<file path="config.mk">
export PLATFORM = sky130hd
export DESIGN_NAME = vga_scanout
export DESIGN_NICKNAME = d
export VERILOG_FILES = /design/src/rtl/vga_scanout.sv
export SDC_FILE = /design/constraint.sdc
export NUM_CORES = 1
export LEC_CHECK = 0
export ABC_AREA = 1
export CELL_PAD_IN_SITES_DETAIL_PLACEMENT = 2
export CELL_PAD_IN_SITES_GLOBAL_PLACEMENT = 2
export CORE_MARGIN = 1.5
export CORE_UTILIZATION = 26
export CTS_CLUSTER_DIAMETER = 80
export DETAILED_ROUTE_END_ITERATION = 8
export PLACE_DENSITY = 0.92
export SYNTH_ARGS = -nofsm -noshare
export SYNTH_HDL_FRONTEND = slang
export SYNTH_SLANG_ARGS = --single-unit
</file>
<file path="constraint.sdc">
create_clock -name clk -period 4.25 [get_ports clk]
set_input_delay 0.425 -clock clk [delete_from_list [all_inputs] [get_ports clk]]
set_output_delay 0.425 -clock clk [all_outputs]
set_load 0.02 [all_outputs]
</file>
<file path="src/rtl/vga_scanout.sv">
// rtl/vga_scanout.sv - 640x480 VGA timing generator with 1-bit framebuffer scanout
`timescale 1ns/1ps
module vga_scanout #(
  parameter int H_ACTIVE = 640,
  parameter int H_FRONT  = 16,
  parameter int H_SYNC   = 96,
  parameter int H_BACK   = 48,
  parameter int V_ACTIVE = 480,
  parameter int V_FRONT  = 10,
  parameter int V_SYNC   = 2,
  parameter int V_BACK   = 33
) (
  input  logic        clk,
  input  logic        reset_n,
  output logic        rd_en,
  output logic [10:0] rd_x,
  output logic [10:0] rd_y,
  input  logic        rd_data,
  output logic [7:0]  VGA_R,
  output logic [7:0]  VGA_G,
  output logic [7:0]  VGA_B,
  output logic        VGA_HS,
  output logic        VGA_VS,
  output logic        VGA_BLANK_n,
  output logic        VGA_SYNC_n,
  output logic        VGA_CLK,
  output logic        in_vblank,
  output logic        frame_done
);

  localparam int H_TOTAL = H_ACTIVE + H_FRONT + H_SYNC + H_BACK;
  localparam int V_TOTAL = V_ACTIVE + V_FRONT + V_SYNC + V_BACK;

  localparam logic [10:0] H_LAST     = 11'(H_TOTAL - 1);
  localparam logic [10:0] V_LAST     = 11'(V_TOTAL - 1);
  localparam logic [10:0] H_ACT      = 11'(H_ACTIVE);
  localparam logic [10:0] V_ACT      = 11'(V_ACTIVE);
  localparam logic [10:0] HS_FIRST   = 11'(H_ACTIVE + H_FRONT);
  localparam logic [10:0] HS_LAST    = 11'(H_ACTIVE + H_FRONT + H_SYNC - 1);
  localparam logic [10:0] VS_FIRST   = 11'(V_ACTIVE + V_FRONT);
  localparam logic [10:0] VS_LAST    = 11'(V_ACTIVE + V_FRONT + V_SYNC - 1);

  logic        ce;
  logic [10:0] h_cnt;
  logic [10:0] v_cnt;
  logic        pix_active;
  logic        hs_zone;
  logic        vs_zone;

  // Pixel-phase stage: sync/blank flags captured alongside the read so they
  // line up with the returning rd_data one clk later.
  logic        p_active;
  logic        p_hs_n;
  logic        p_vs_n;

  assign pix_active = (h_cnt < H_ACT) && (v_cnt < V_ACT);
  assign hs_zone    = (h_cnt >= HS_FIRST) && (h_cnt <= HS_LAST);
  assign vs_zone    = (v_cnt >= VS_FIRST) && (v_cnt <= VS_LAST);

  assign rd_en      = ce && pix_active;
  assign rd_x       = h_cnt;
  assign rd_y       = v_cnt;
  assign in_vblank  = (v_cnt >= V_ACT);
  assign frame_done = ce && (h_cnt == 11'd0) && (v_cnt == V_ACT);
  assign VGA_CLK    = ~ce;
  assign VGA_SYNC_n = 1'b0;

  // Pixel enable: half-rate strobe derived from clk.
  always_ff @(posedge clk) begin
    if (!reset_n) ce <= 1'b0;
    else          ce <= ~ce;
  end

  // Raster counters advance once per pixel; v_cnt steps on the h_cnt wrap.
  always_ff @(posedge clk) begin
    if (!reset_n) begin
      h_cnt <= 11'd0;
      v_cnt <= 11'd0;
    end else if (ce) begin
      if (h_cnt == H_LAST) begin
        h_cnt <= 11'd0;
        v_cnt <= (v_cnt == V_LAST) ? 11'd0 : v_cnt + 11'd1;
      end else begin
        h_cnt <= h_cnt + 11'd1;
      end
    end
  end

  // Capture the flags of the pixel being read, at the end of its ce=1 cycle.
  always_ff @(posedge clk) begin
    if (!reset_n) begin
      p_active <= 1'b0;
      p_hs_n   <= 1'b1;
      p_vs_n   <= 1'b1;
    end else if (ce) begin
      p_active <= pix_active;
      p_hs_n   <= ~hs_zone;
      p_vs_n   <= ~vs_zone;
    end
  end

  // Output pixel register: loads when rd_data is valid and holds for one pixel.
  always_ff @(posedge clk) begin
    if (!reset_n) begin
      VGA_R       <= 8'h00;
      VGA_G       <= 8'h00;
      VGA_B       <= 8'h00;
      VGA_HS      <= 1'b1;
      VGA_VS      <= 1'b1;
      VGA_BLANK_n <= 1'b0;
    end else if (!ce) begin
      VGA_R       <= (p_active && rd_data) ? 8'hFF : 8'h00;
      VGA_G       <= (p_active && rd_data) ? 8'hFF : 8'h00;
      VGA_B       <= (p_active && rd_data) ? 8'hFF : 8'h00;
      VGA_HS      <= p_hs_n;
      VGA_VS      <= p_vs_n;
      VGA_BLANK_n <= p_active;
    end
  end

endmodule

</file>
=== Yosys cells after proc, flatten, opt, wreduce, memory -nomap -nowiden ===
Cells that the tools add are included.
W data, S select, Z words.

* Equality and inequality tests: 3
* Mux-type cells: 3
* $add $sub $neg: 2
* Reduce and logical (&&, ||, !) cells: 9
* Magnitude comparators: 7
* Multiply operators: 0
* Div/mod/pow operators: 0
* Bitwise logic cells: 3
* Shift-type cells: 0

{| class="wikitable"
|+ Operator list
! operator !! count
|-
| $add A11 B1 Y11 const B || 2
|-
| $eq A11 B10 Y1 const B || 2
|-
| $ge A11 B9 Y1 const B || 2
|-
| $mux W11 || 2
|-
| $eq A11 B9 Y1 const B || 1
|-
| $ge A11 B10 Y1 const B || 1
|-
| $le A11 B10 Y1 const B || 1
|-
| $le A11 B9 Y1 const B || 1
|-
| $logic_not A11 Y1 || 1
|-
| $lt A11 B10 Y1 const B || 1
|-
| $lt A11 B9 Y1 const B || 1
|-
| $mux W8 || 1
|-
| $logic_and A1 B1 Y1 || 7
|-
| $not A1 Y1 || 3
|-
| $reduce_and A2 Y1 || 1
|}

* Input bits: 3
* Memories: 0
* Logic and storage cells: 37
* Bits in read-only memories: 0
* Latch bits: 0
* Bits in registers: 37
* Output and inout bits: 54
* Bits in writable memories: 0

=== Depth between registers and ports, before layout ===
Gate-level depths: netlist of the first run.

* Word-level depth: 3
* Mapped depth: 9
* Depth with buffers taken out: 9

=== Least setup slack after synthesis of the first run ===
OpenSTA, ideal clock, no wires.

* Kind: register -> output
* From: register v_cnt[6] (netlist: rd_y[6])
* To: output rd_en
* Arrival time: 1.470 ns
* Data required time: 3.825 ns
* Cell stages (with the launch flop): 6
* Buffers on the path: 0
* Setup slack: 2.355 ns
* Cells stage by stage: dfxtp_1 nand2_1 o21ai_0 nor3_1 nand2_1 inv_1

* Longest elaborated chain between the ends: 3

{| class="wikitable"
|+ RTL lines
! item !! RTL line !! text
|-
| start, declared || 45 || <nowiki>logic [10:0] v_cnt;</nowiki>
|-
| start signal, assigned || 82 || <nowiki>v_cnt <= (v_cnt == V_LAST) ? 11'd0 : v_cnt + 11'd1;</nowiki>
|-
| $lt A11 B9 Y1 || 56 || <nowiki>assign pix_active = (h_cnt < H_ACT) && (v_cnt < V_ACT);</nowiki>
|-
| $logic_and A1 B1 Y1 || 56 ||
|-
| $logic_and A1 B1 Y1 || 60 || <nowiki>assign rd_en = ce && pix_active;</nowiki>
|-
| end, declared || 15 || <nowiki>output logic rd_en,</nowiki>
|}

No other way between the ends.

=== Worst setup path after layout of the first run ===
* From: register ce
* To: output frame_done

* Longest elaborated chain between the ends: 2

{| class="wikitable"
|+ RTL lines
! item !! RTL line !! text
|-
| start, declared || 43 || <nowiki>logic ce;</nowiki>
|-
| start signal, assigned || 71 || <nowiki>else ce <= ~ce;</nowiki>
|-
| $logic_and A1 B1 Y1 (2 in series) || 64 || <nowiki>assign frame_done = ce && (h_cnt == 11'd0) && (v_cnt == V_ACT);</nowiki>
|-
| end, declared || 28 || <nowiki>output logic frame_done</nowiki>
|}

No other way between the ends.

==> results of run 1 <==
final timing paths:
| path | from | endpoint | slack [ps] | cells past startpoint |
|---|---|---|---|---|
| max reg2reg | ce | rd_y[1] | 2260 | 7 |
| min | VGA_HS | VGA_HS | 460 | 2 |
| max | ce | frame_done | 1360 | 5 |
| min reg2reg | VGA_HS | VGA_HS | 460 | 2 |
logic make-up after synthesis:
| kind of cell | Yosys count |
|---|---|
| buffers and inverters | 58 |
| xor gates and xnor gates | 1 |
| adders and majority gates | 5 |
| DFF | 30 |
| other | 1 |
| and+or+nand+nor | 155 |
| AOI/OAI and AO/OA | 29 |
stage by stage:
stage	hold slack, ps	cell area, µm²	worst slack, ps
floorplan	450.2	1821	2355
global placement	445.9	2303	1811
detailed placement	454.6	2303	1668
CTS	465.1	2395	1332
global route	506.0	2395	1217
finish	462.3	2395	1356
cell usage in the layout, fill, tap and decap left out, drive strengths merged:
cell type      count
clkdlybuf4s50     55
xor2               1
o21bai             4
clkbuf             7
o211ai             1
dfxtp             30
nor3              12
nand2             69
ha                 5
inv               32
o21ai             15
nor4               3
clkinv             1
nand4              6
conb               1
nand3             16
a21oi              9
nor2              49
power by group through the flow:
stage,Sequential (mW),Clock (mW),Combinational (mW)
finish,0.296,0.250,0.0662
floorplan,0.303,0,0.0405
global route,0.297,0.266,0.0714
detailed placement,0.302,0,0.0664
CTS,0.296,0.257,0.0674
global placement,0.301,0,0.0642
critical path: stages, from the launching register on:
cell                              delay (ps)
sky130_fd_sc_hd__dfxtp_1                 670
sky130_fd_sc_hd__inv_2                   230
sky130_fd_sc_hd__nor4_1                  270
sky130_fd_sc_hd__nand2_1                  90
sky130_fd_sc_hd__nor3_1                  250
sky130_fd_sc_hd__clkdlybuf4s50_1         660
final cells by class:
class | instances | area, µm²
tap | 96 | 120.1
timing repair buffer | 55 | 550.5
clock buffer | 7 | 86.33
multi-input combinational | 191 | 912.1
fill | 832 | 4399
inverter | 32 | 120.1
sequential | 30 | 600.6
clock inverter | 1 | 5.005
routing by layer:
layer	share of wire	vias to the layer above
met4	0.013	0
li1	-	936
met2	0.50	30
met1	0.45	924
met5	0	-
met3	0.032	7
==> out/summary.log, run 1 <==
qor: status.status complete, no violations
qor: power.power.switching 166.6 µW
qor: floorplan.die_x 86.68 µm
qor: grt.global_route.usage.met1 0.2127
qor: power.switching_part_of_the_total_power 0.2720
qor: clock_network.max-clock-path-buffers 2
qor: drt.drc_errors 0
qor: drt.detail_route.vias_per_cell 4.604
qor: drt.num_vias 1897
qor: grt.grt-ovfl-total 0
qor: clock_network.post-cts-setup-buffers 0
qor: placed_design.io_buffer_count 55
qor: critical_path.worst_path_required 3830 ps
qor: finish.num_antenna_cells 0
qor: critical_path.worst-path-max-fanout 15
qor: floorplan.io-pin-count 57
qor: logic_synthesis.synthAdderAreaFrac 0.03436
qor: power.comb_power_share 0.108
qor: power.intPower 445.7 µW
qor: clock_network.number_of_buffers_inserted_by_hold_repair_at_cts 0
qor: power.clock_power_share 0.409
qor: power.static-leakage-power 0.9113 nW
qor: sta.setup_viol 0
qor: power.sequentialPowerShare 0.483
qor: floorplan.die-height 86.68 µm
qor: logic_synthesis.yosys_warn_count 0
qor: sta.slew-limit-headroom 0.5173
qor: sta.finalHoldViolCount 0
qor: logic_synthesis.async_flop_share 0
qor: clock_network.ctsResizeCount 0
qor: clock_network.clock_buffers_created_by_tritoncts 5
qor: grt.global_route.usage.met2 0.3182
qor: logic_synthesis.synth.area.mux_share 0
qor: sta.timing_worst_slew_pin_value 723.1 ps
qor: grt.top_usage_layer met2
qor: critical_path.timing.setup.critical_path_class register to primary output
qor: finish.finalNetCount 323
qor: logic_synthesis.synth_xor_area_frac 0.004811
qor: finish.syn2layout_area_growth 31.55%
qor: logic_synthesis.post-synth-top-area-cell sky130_fd_sc_hd__dfxtp_1
qor: worst_hold_path.min_path_type register to register
qor: sta.worst_clock_skew 8.666 ps
qor: clock_network.clock_latency_at_the_later_pin_of_the_worst_skew_pair 290 ps
qor: logic_synthesis.synth_most_common_cell sky130_fd_sc_hd__nand2_1
qor: logic_synthesis.synth_seq_area_share 0.3299
qor: clock_network.root_buffer sky130_fd_sc_hd__clkbuf_8
qor: logic_synthesis.ys_seq_elements 30
qor: logic_synthesis.post_synthesis_cell_type_count 24
qor: grt.grt_max_degree 26
qor: floorplan.total_die_area 7513 µm²
qor: logic_synthesis.synth_top_family_by_area simple AND/OR/NAND/NOR gates
qor: logic_synthesis.synth.avg_cell_area 6.525 µm²
qor: power.post-layout-total-power 612.3 µW
qor: sta.layout_min_cycle_time 2894 ps
qor: drt.detail_route.wirelength 6.419 mm
qor: logic_synthesis.synth_cells 279
qor: logic_synthesis.post_synth_main_area_contributors sky130_fd_sc_hd__dfxtp_1 (33%), sky130_fd_sc_hd__nand2_1 (14%), sky130_fd_sc_hd__nor2_1 (10%), sky130_fd_sc_hd__buf_4 (9.9%), sky130_fd_sc_hd__inv_1 (6.0%)
qor: power.irDropWorstVdd 0.00009901 V
qor: logic_synthesis.synth.top_cell.area_share 0.3299
qor: placed_design.place.detailed.hpwl 4.865 mm
qor: drt.dr.pass1.iters 4
qor: grt.grt_pass1_wl 10.30 mm
qor: logic_synthesis.synth.cell_area 1820 µm²
qor: drt.drt_iter0_drc 71
qor: sta.slew_viol_final 0
qor: clock_network.cts.reportedPaths.clkPinSlew 70 ps
qor: floorplan.initial_utilization 0.2680
qor: drt.postRouteAntennaNets 0
qor: sta.timing.final.crit_share 0.6809
qor: clock_network.htreeDepth 2
qor: sta.max_freq 345.5 MHz
qor: grt.grt_antenna_before_repair 0
qor: logic_synthesis.syn_nets 287
qor: grt.grt_usage 0.1785
qor: finish.layoutNonFillerInstCount 412
qor: logic_synthesis.yosys.area_share.simple 0.3670
qor: sta.grt_setup_unrepaired false
qor: placed_design.place.detailed.instances 404
qor: finish.fraction_of_final_layout_cells_with_drive_strength_greater_than_1 0.05063
qor: critical_path.crit_path_end_kind primary output
qor: grt.gr-usage-met3 0.03524
qor: logic_synthesis.synth_common_cells sky130_fd_sc_hd__nand2_1 (66), sky130_fd_sc_hd__nor2_1 (49), sky130_fd_sc_hd__dfxtp_1 (30)
qor: clock_network.cts_tree done
qor: logic_synthesis.synth_enable_flop_cells 0
qor: grt.number_of_global_route_vias_before_repair 2066
qor: power.power.density 255.7 nW/µm²
qor: floorplan.core_region_area 6794 µm²
qor: logic_synthesis.primary_ff_master_synth sky130_fd_sc_hd__dfxtp_1
qor: drt.detail_route.wl_per_cell 15.58 µm
qor: floorplan.num_rows 30
qor: job.timing.max_cap.violations 0
qor: clock_network.cts_num_sinks 30
qor: critical_path.critPathLaunchType register
qor: placed_design.gpl.final_weighted_congestion 0.8134
qor: sta.fin_setup_tns 0 ps
qor: critical_path.cp_data_arrival_time 2470 ps
qor: finish.post-route-util 0.3525
qor: logic_synthesis.synth_area_in_compound_gates 0.09278
Power figures use the tool's default switching activity.
==> inputs of run 2 (changes only) <==
Settings changed: CORE_UTILIZATION 26 to 22, PLACE_DENSITY 0.92 to 0.84.
Clock period 4.25 ns to 2.5 ns, I/O delays scaled along.
==> out/summary.log, run 2 (same netlist as run 1, synthesis figures left out) <==
qor: grt.grt_antenna_before_repair 0
qor: critical_path.worst-path-max-fanout 6
qor: floorplan.io-pin-count 57
qor: sta.layout_min_cycle_time 2317 ps
qor: drt.num_vias 1921
qor: clock_network.ctsResizeCount 0
qor: finish.num_antenna_cells 0
qor: power.static-leakage-power 0.9361 nW
qor: grt.grt_pass1_wl 10.63 mm
qor: critical_path.cp_data_arrival_time 2070 ps
qor: drt.drc_errors 0
qor: clock_network.cts_num_sinks 30
qor: drt.detail_route.wl_per_cell 15.05 µm
qor: grt.global_route.usage.met2 0.2844
qor: finish.layoutNonFillerInstCount 421
qor: drt.postRouteAntennaNets 0
qor: sta.worst_clock_skew 6.405 ps
qor: clock_network.post-cts-setup-buffers 0
qor: grt.top_usage_layer met2
qor: placed_design.place.detailed.instances 413
qor: sta.finalHoldViolCount 0
qor: critical_path.worst_path_required 2250 ps
qor: placed_design.io_buffer_count 55
qor: sta.fin_setup_tns 0 ps
qor: clock_network.clock_latency_at_the_later_pin_of_the_worst_skew_pair 290 ps
qor: sta.grt_setup_unrepaired false
qor: critical_path.crit_path_end_kind primary output
qor: finish.mostFrequentLayoutCell sky130_fd_sc_hd__nand2_1
qor: finish.seqCellArea 600.6 µm²
qor: clock_network.max-clock-path-buffers 2
qor: drt.drt_iter0_drc 51
qor: finish.finalNetCount 326
qor: status.status complete, no violations
qor: finish.mostFrequentLayoutCells sky130_fd_sc_hd__nand2_1 (66), sky130_fd_sc_hd__clkdlybuf4s50_1 (55), sky130_fd_sc_hd__nor2_1 (49)
qor: drt.detail_route.vias_per_cell 4.563
qor: clock_network.cts.reportedPaths.clkPinSlew 70 ps
qor: sta.max_freq 431.5 MHz
qor: grt.number_of_global_route_vias_before_repair 2077
qor: critical_path.critPathLaunchType register
qor: critical_path.timing.setup.critical_path_class register to primary output
qor: floorplan.die-height 93.97 µm
qor: power.power.density 453.4 nW/µm²
qor: sta.timing_worst_slew_pin_value 697.4 ps
qor: drt.detail_route.wirelength 6.336 mm
qor: grt.gr-usage-met3 0.02427
qor: critical_path.setup.reg_to_reg.worst_slack 630 ps
qor: finish.filler_cell_count 950
qor: finish.syn2layout_area_growth 34.16%
qor: sta.setup_viol 0
qor: sta.slew-limit-headroom 0.5344
qor: floorplan.core_region_area 7888 µm²
qor: grt.grt_usage 0.1562
qor: drt.dr.pass1.iters 4
qor: floorplan.num_rows 32
qor: finish.multi_input_area 912.1 µm²
qor: job.timing.max_cap.violations 0
qor: critical_path.worst_setup_path_endpoint rd_en
qor: grt.grt-ovfl-total 0
qor: critical_path.timing.critical_path.from rd_y[9]
qor: grt.global_route.usage.met1 0.1909
qor: placed_design.place.detailed.hpwl 5.101 mm
qor: critical_path.regToRegStartpoint rd_x[1]
qor: sta.slew_viol_final 0
qor: clock_network.number_of_buffers_inserted_by_hold_repair_at_cts 0
qor: placed_design.gpl.final_weighted_congestion 0.8261
qor: critical_path.worst_r2r_dst rd_y[10]
qor: sta.timing.final.crit_share 0.9270
qor: critical_path.timing.reg2reg.worst_path_depth 8
qor: worst_hold_path.min_path_type register to register
qor: clock_network.clock_buffers_created_by_tritoncts 5
qor: floorplan.total_die_area 8829 µm²
qor: power.irDropWorstVdd 0.0001911 V
qor: finish.fraction_of_final_layout_cells_with_drive_strength_greater_than_1 0.06270
qor: clock_network.cts_tree done
qor: clock_network.htreeDepth 2
qor: clock_network.root_buffer sky130_fd_sc_hd__clkbuf_8
qor: floorplan.die_x 93.97 µm
qor: floorplan.initial_utilization 0.2308
qor: grt.grt_max_degree 26
-- run 2: layout make-up --
type | instances | area share
Clock inverter | 3 | 0.01639
Inverter | 32 | 0.04918
Sequential cell | 30 | 0.2459
Multi-Input combinational cell | 191 | 0.3735
Clock buffer | 5 | 0.02818
Timing Repair Buffer | 58 | 0.2346
Tap cell | 102 | 0.05225
-- run 2: per-layer routing --
layer  part of all wire  routed length (µm)
met5                  0                   0
met4             0.0080                  51
met3              0.026                 166
met2               0.51                3248
met1               0.45                2870
-- run 2: how the worst min path moves through the flow --
| stage | startpoint | end | slack [ps] | cells after the start |
|---|---|---|---|---|
| 2_1_floorplan | reset_n | VGA_R[6] | 390 | 2 |
| 3_5_place_dp | VGA_VS | VGA_VS | 450 | 2 |
| 5_1_grt | VGA_VS | VGA_VS | 490 | 2 |
| 6_report | VGA_VS | VGA_VS | 460 | 2 |
| 4_1_cts | VGA_VS | VGA_VS | 460 | 2 |
| 3_3_place_gp | VGA_VS | VGA_VS | 440 | 2 |
-- run 2: critical path, stage by stage (launching register included) --
cell                              delay [ps]
sky130_fd_sc_hd__dfxtp_1                 370
sky130_fd_sc_hd__nor2_1                  230
sky130_fd_sc_hd__o21ai_0                 250
sky130_fd_sc_hd__nor3_1                  200
sky130_fd_sc_hd__nand2_1                  90
sky130_fd_sc_hd__inv_1                    60
sky130_fd_sc_hd__clkdlybuf4s50_1         590
-- run 2: power by group --
group	leakage [nW]	internal, mW	switching, mW	total [mW]
Sequential	0.243	0.489	0.00919	0.498
Clock	0.0579	0.293	0.198	0.491
Combinational	0.635	0.0491	0.0686	0.118
-- run 2: stage by stage --
stage          setup WS [ps]  utilization  total power [mW]  cell area, µm²  hold WS (ps)
3_5_place_dp           475.7       0.2958            0.6294            2333         451.5
5_1_grt                33.86       0.3096             1.155            2442         493.1
3_3_place_gp           474.4       0.2958            0.6252            2333         444.6
2_1_floorplan          780.0            -            0.5846            1821         391.9
4_1_cts                163.4       0.3096             1.129            2442         464.4
6_report               182.6       0.3096             1.107            2442         456.4
==> inputs of run 3 (changes only) <==
Settings changed: MAX_ROUTING_LAYER set to met4, PLACE_DENSITY 0.84 to not set, PLACE_DENSITY_LB_ADDON set to 0.1.
==> out/summary.log, run 3 (same netlist as run 1, synthesis figures left out) <==
qor: status.status complete, no violations
qor: drt.drt_iter0_drc 39
qor: worst_hold_path.hold_depth 2
qor: critical_path.cp_data_arrival_time 2060 ps
qor: clock_network.root_buffer sky130_fd_sc_hd__clkbuf_8
qor: drt.drc_errors 0
qor: finish.syn2layout_area_growth 34.43%
qor: critical_path.worst-path-max-fanout 5
qor: floorplan.initial_utilization 0.2308
qor: finish.num_antenna_cells 0
qor: drt.dr.pass1.iters 4
qor: clock_network.post-cts-setup-buffers 0
qor: critical_path.timing.setup.critical_path_class register to primary output
qor: finish.seqCellArea 600.6 µm²
qor: placed_design.io_buffer_count 55
qor: clock_network.cts_num_sinks 30
qor: floorplan.core_region_area 7888 µm²
qor: finish.finalNetCount 329
qor: drt.num_vias 1876
qor: critical_path.worst_r2r_dst rd_y[0]
qor: sta.max_freq 432.4 MHz
qor: sta.slew_viol_final 0
qor: clock_network.max-clock-path-buffers 2
qor: floorplan.total_die_area 8829 µm²
qor: grt.grt_usage 0.1562
qor: sta.finalHoldViolCount 0
qor: finish.multi_input_area 912.1 µm²
qor: sta.setup_viol 0
qor: finish.mostFrequentLayoutCell sky130_fd_sc_hd__nand2_1
qor: critical_path.worst_path_required 2250 ps
qor: sta.timing_worst_slew_pin_value 695.3 ps
qor: placed_design.place.detailed.instances 416
qor: floorplan.die-height 93.97 µm
qor: power.switching_part_of_the_total_power 0.2646
qor: critical_path.crit_path_end_kind primary output
qor: power.power.switching 273.6 µW
qor: clock_network.cts_tree done
qor: critical_path.critPathLaunchType register
qor: clock_network.cts.reportedPaths.clkPinSlew 70 ps
qor: sta.slew-limit-headroom 0.5359
qor: sta.fin_hold_ws 457.8 ps
qor: grt.grt_pass1_wl 10.30 mm
qor: drt.postRouteAntennaNets 0
qor: sta.grt_setup_unrepaired false
qor: grt.grt_antenna_before_repair 0
qor: finish.mostFrequentLayoutCells sky130_fd_sc_hd__nand2_1 (66), sky130_fd_sc_hd__clkdlybuf4s50_1 (55), sky130_fd_sc_hd__nor2_1 (49)
qor: sta.timing.final.crit_share 0.9251
qor: floorplan.num_rows 32
qor: grt.number_of_global_route_vias_before_repair 1985
qor: floorplan.die_x 93.97 µm
qor: grt.grt-ovfl-total 0
qor: sta.fin_setup_tns 0 ps
qor: placed_design.gpl.final_weighted_congestion 0.7679
qor: power.comb_power_share 0.115
qor: clock_network.clock_buffers_created_by_tritoncts 5
qor: worst_hold_path.min_path_type register to register
qor: power.intPower 760.3 µW
qor: power.post-layout-total-power 1.034 mW
qor: floorplan.io-pin-count 57
qor: drt.detail_route.wl_per_cell 14.90 µm
qor: finish.post-route-util 0.3103
qor: clock_network.htreeDepth 2
qor: worst_hold_path.hold_start VGA_HS
qor: finish.layoutNonFillerInstCount 424
qor: power.irDropWorstVdd 0.0002149 V
qor: drt.detail_route.wirelength 6.319 mm
qor: critical_path.timing.reg2reg.worst_path_depth 8
qor: sta.worst_clock_skew 12.28 ps
qor: sta.layout_min_cycle_time 2313 ps
qor: power.sequentialPowerShare 0.481
qor: grt.grt_max_degree 26
qor: power.clock_power_share 0.404
qor: finish.filler_cell_count 967
qor: critical_path.setup.reg_to_reg.worst_slack 690 ps
qor: drt.detail_route.vias_per_cell 4.425
qor: power.power.density 422.5 nW/µm²
qor: critical_path.regToRegStartpoint rd_x[0]
qor: worst_hold_path.timing.hold.worst_endpoint VGA_HS
qor: job.timing.max_cap.violations 0
qor: finish.fraction_of_final_layout_cells_with_drive_strength_greater_than_1 0.06832
qor: power.static-leakage-power 0.9422 nW
qor: clock_network.clock_latency_at_the_later_pin_of_the_worst_skew_pair 290 ps
qor: placed_design.place.detailed.hpwl 5.026 mm
[run 3: cell count changes in the layout (fill, tap and decap cells not counted), sizes merged]
cell / delta
buf: +3
bufinv: -1
clkbuf: +2
clkinv: -1
[run 3: per-stage QoR]
stage / setup WS, ps / cell area (µm²)
after floorplan: 780.0 / 1821
after global placement: 365.3 / 2356
after detailed placement: 398.7 / 2356
after CTS: 76.42 / 2447
after global routing: 20.50 / 2447
final: 187.2 / 2447
[run 3: worst max path at each step]
stage,to,start,cells past startpoint,slack [ps]
after floorplan,rd_en,rd_y[6],5,780
after global placement,rd_en,rd_y[9],6,370
after detailed placement,rd_en,rd_y[9],6,400
after CTS,rd_en,rd_y[9],6,80
after global routing,rd_en,rd_x[10],7,20
final,frame_done,rd_x[0],7,190
[run 3: timing repair]
item                                    CTS  global route
hold buffers                              0             0
gates resized for setup                   0             1
endpoints found under the setup margin    0             1
[run 3: power groups by stage]
stage | clock (mW) | sequential [mW] | combinational, mW
floorplan | 0 | 0.516 | 0.0688
global placement | 0 | 0.508 | 0.120
detailed placement | 0 | 0.509 | 0.121
CTS | 0.442 | 0.498 | 0.121
global route | 0.453 | 0.499 | 0.129
finish | 0.418 | 0.498 | 0.119
[run 3: critical path, cell delays in order, from the launching register on]
cell and delay, ps:
sky130_fd_sc_hd__dfxtp_1 360, sky130_fd_sc_hd__inv_1 90, sky130_fd_sc_hd__ha_1 140, sky130_fd_sc_hd__nand2_1 50, sky130_fd_sc_hd__nor4_1 230, sky130_fd_sc_hd__nand2_1 90
sky130_fd_sc_hd__nor3_1 170, sky130_fd_sc_hd__clkdlybuf4s50_1 640
[run 3: layout make-up]
| class | instances | share of cell area |
|---|---|---|
| Clock inverter | 1 | 0.002045 |
| Timing Repair Buffer | 61 | 0.2434 |
| Tap cell | 102 | 0.05215 |
| Sequential cell | 30 | 0.2454 |
| Clock buffer | 7 | 0.03528 |
| Multi-Input combinational cell | 191 | 0.3727 |
| Inverter | 32 | 0.04908 |
[run 3: metal layers]
metal  part of all wire  global-route usage  up-vias
met5                  0                   -        -
met4             0.0084             0.03358        0
met3              0.029             0.02670        6
met2               0.47              0.2609       34
met1               0.50              0.1980      892
li1                   -                   -      944
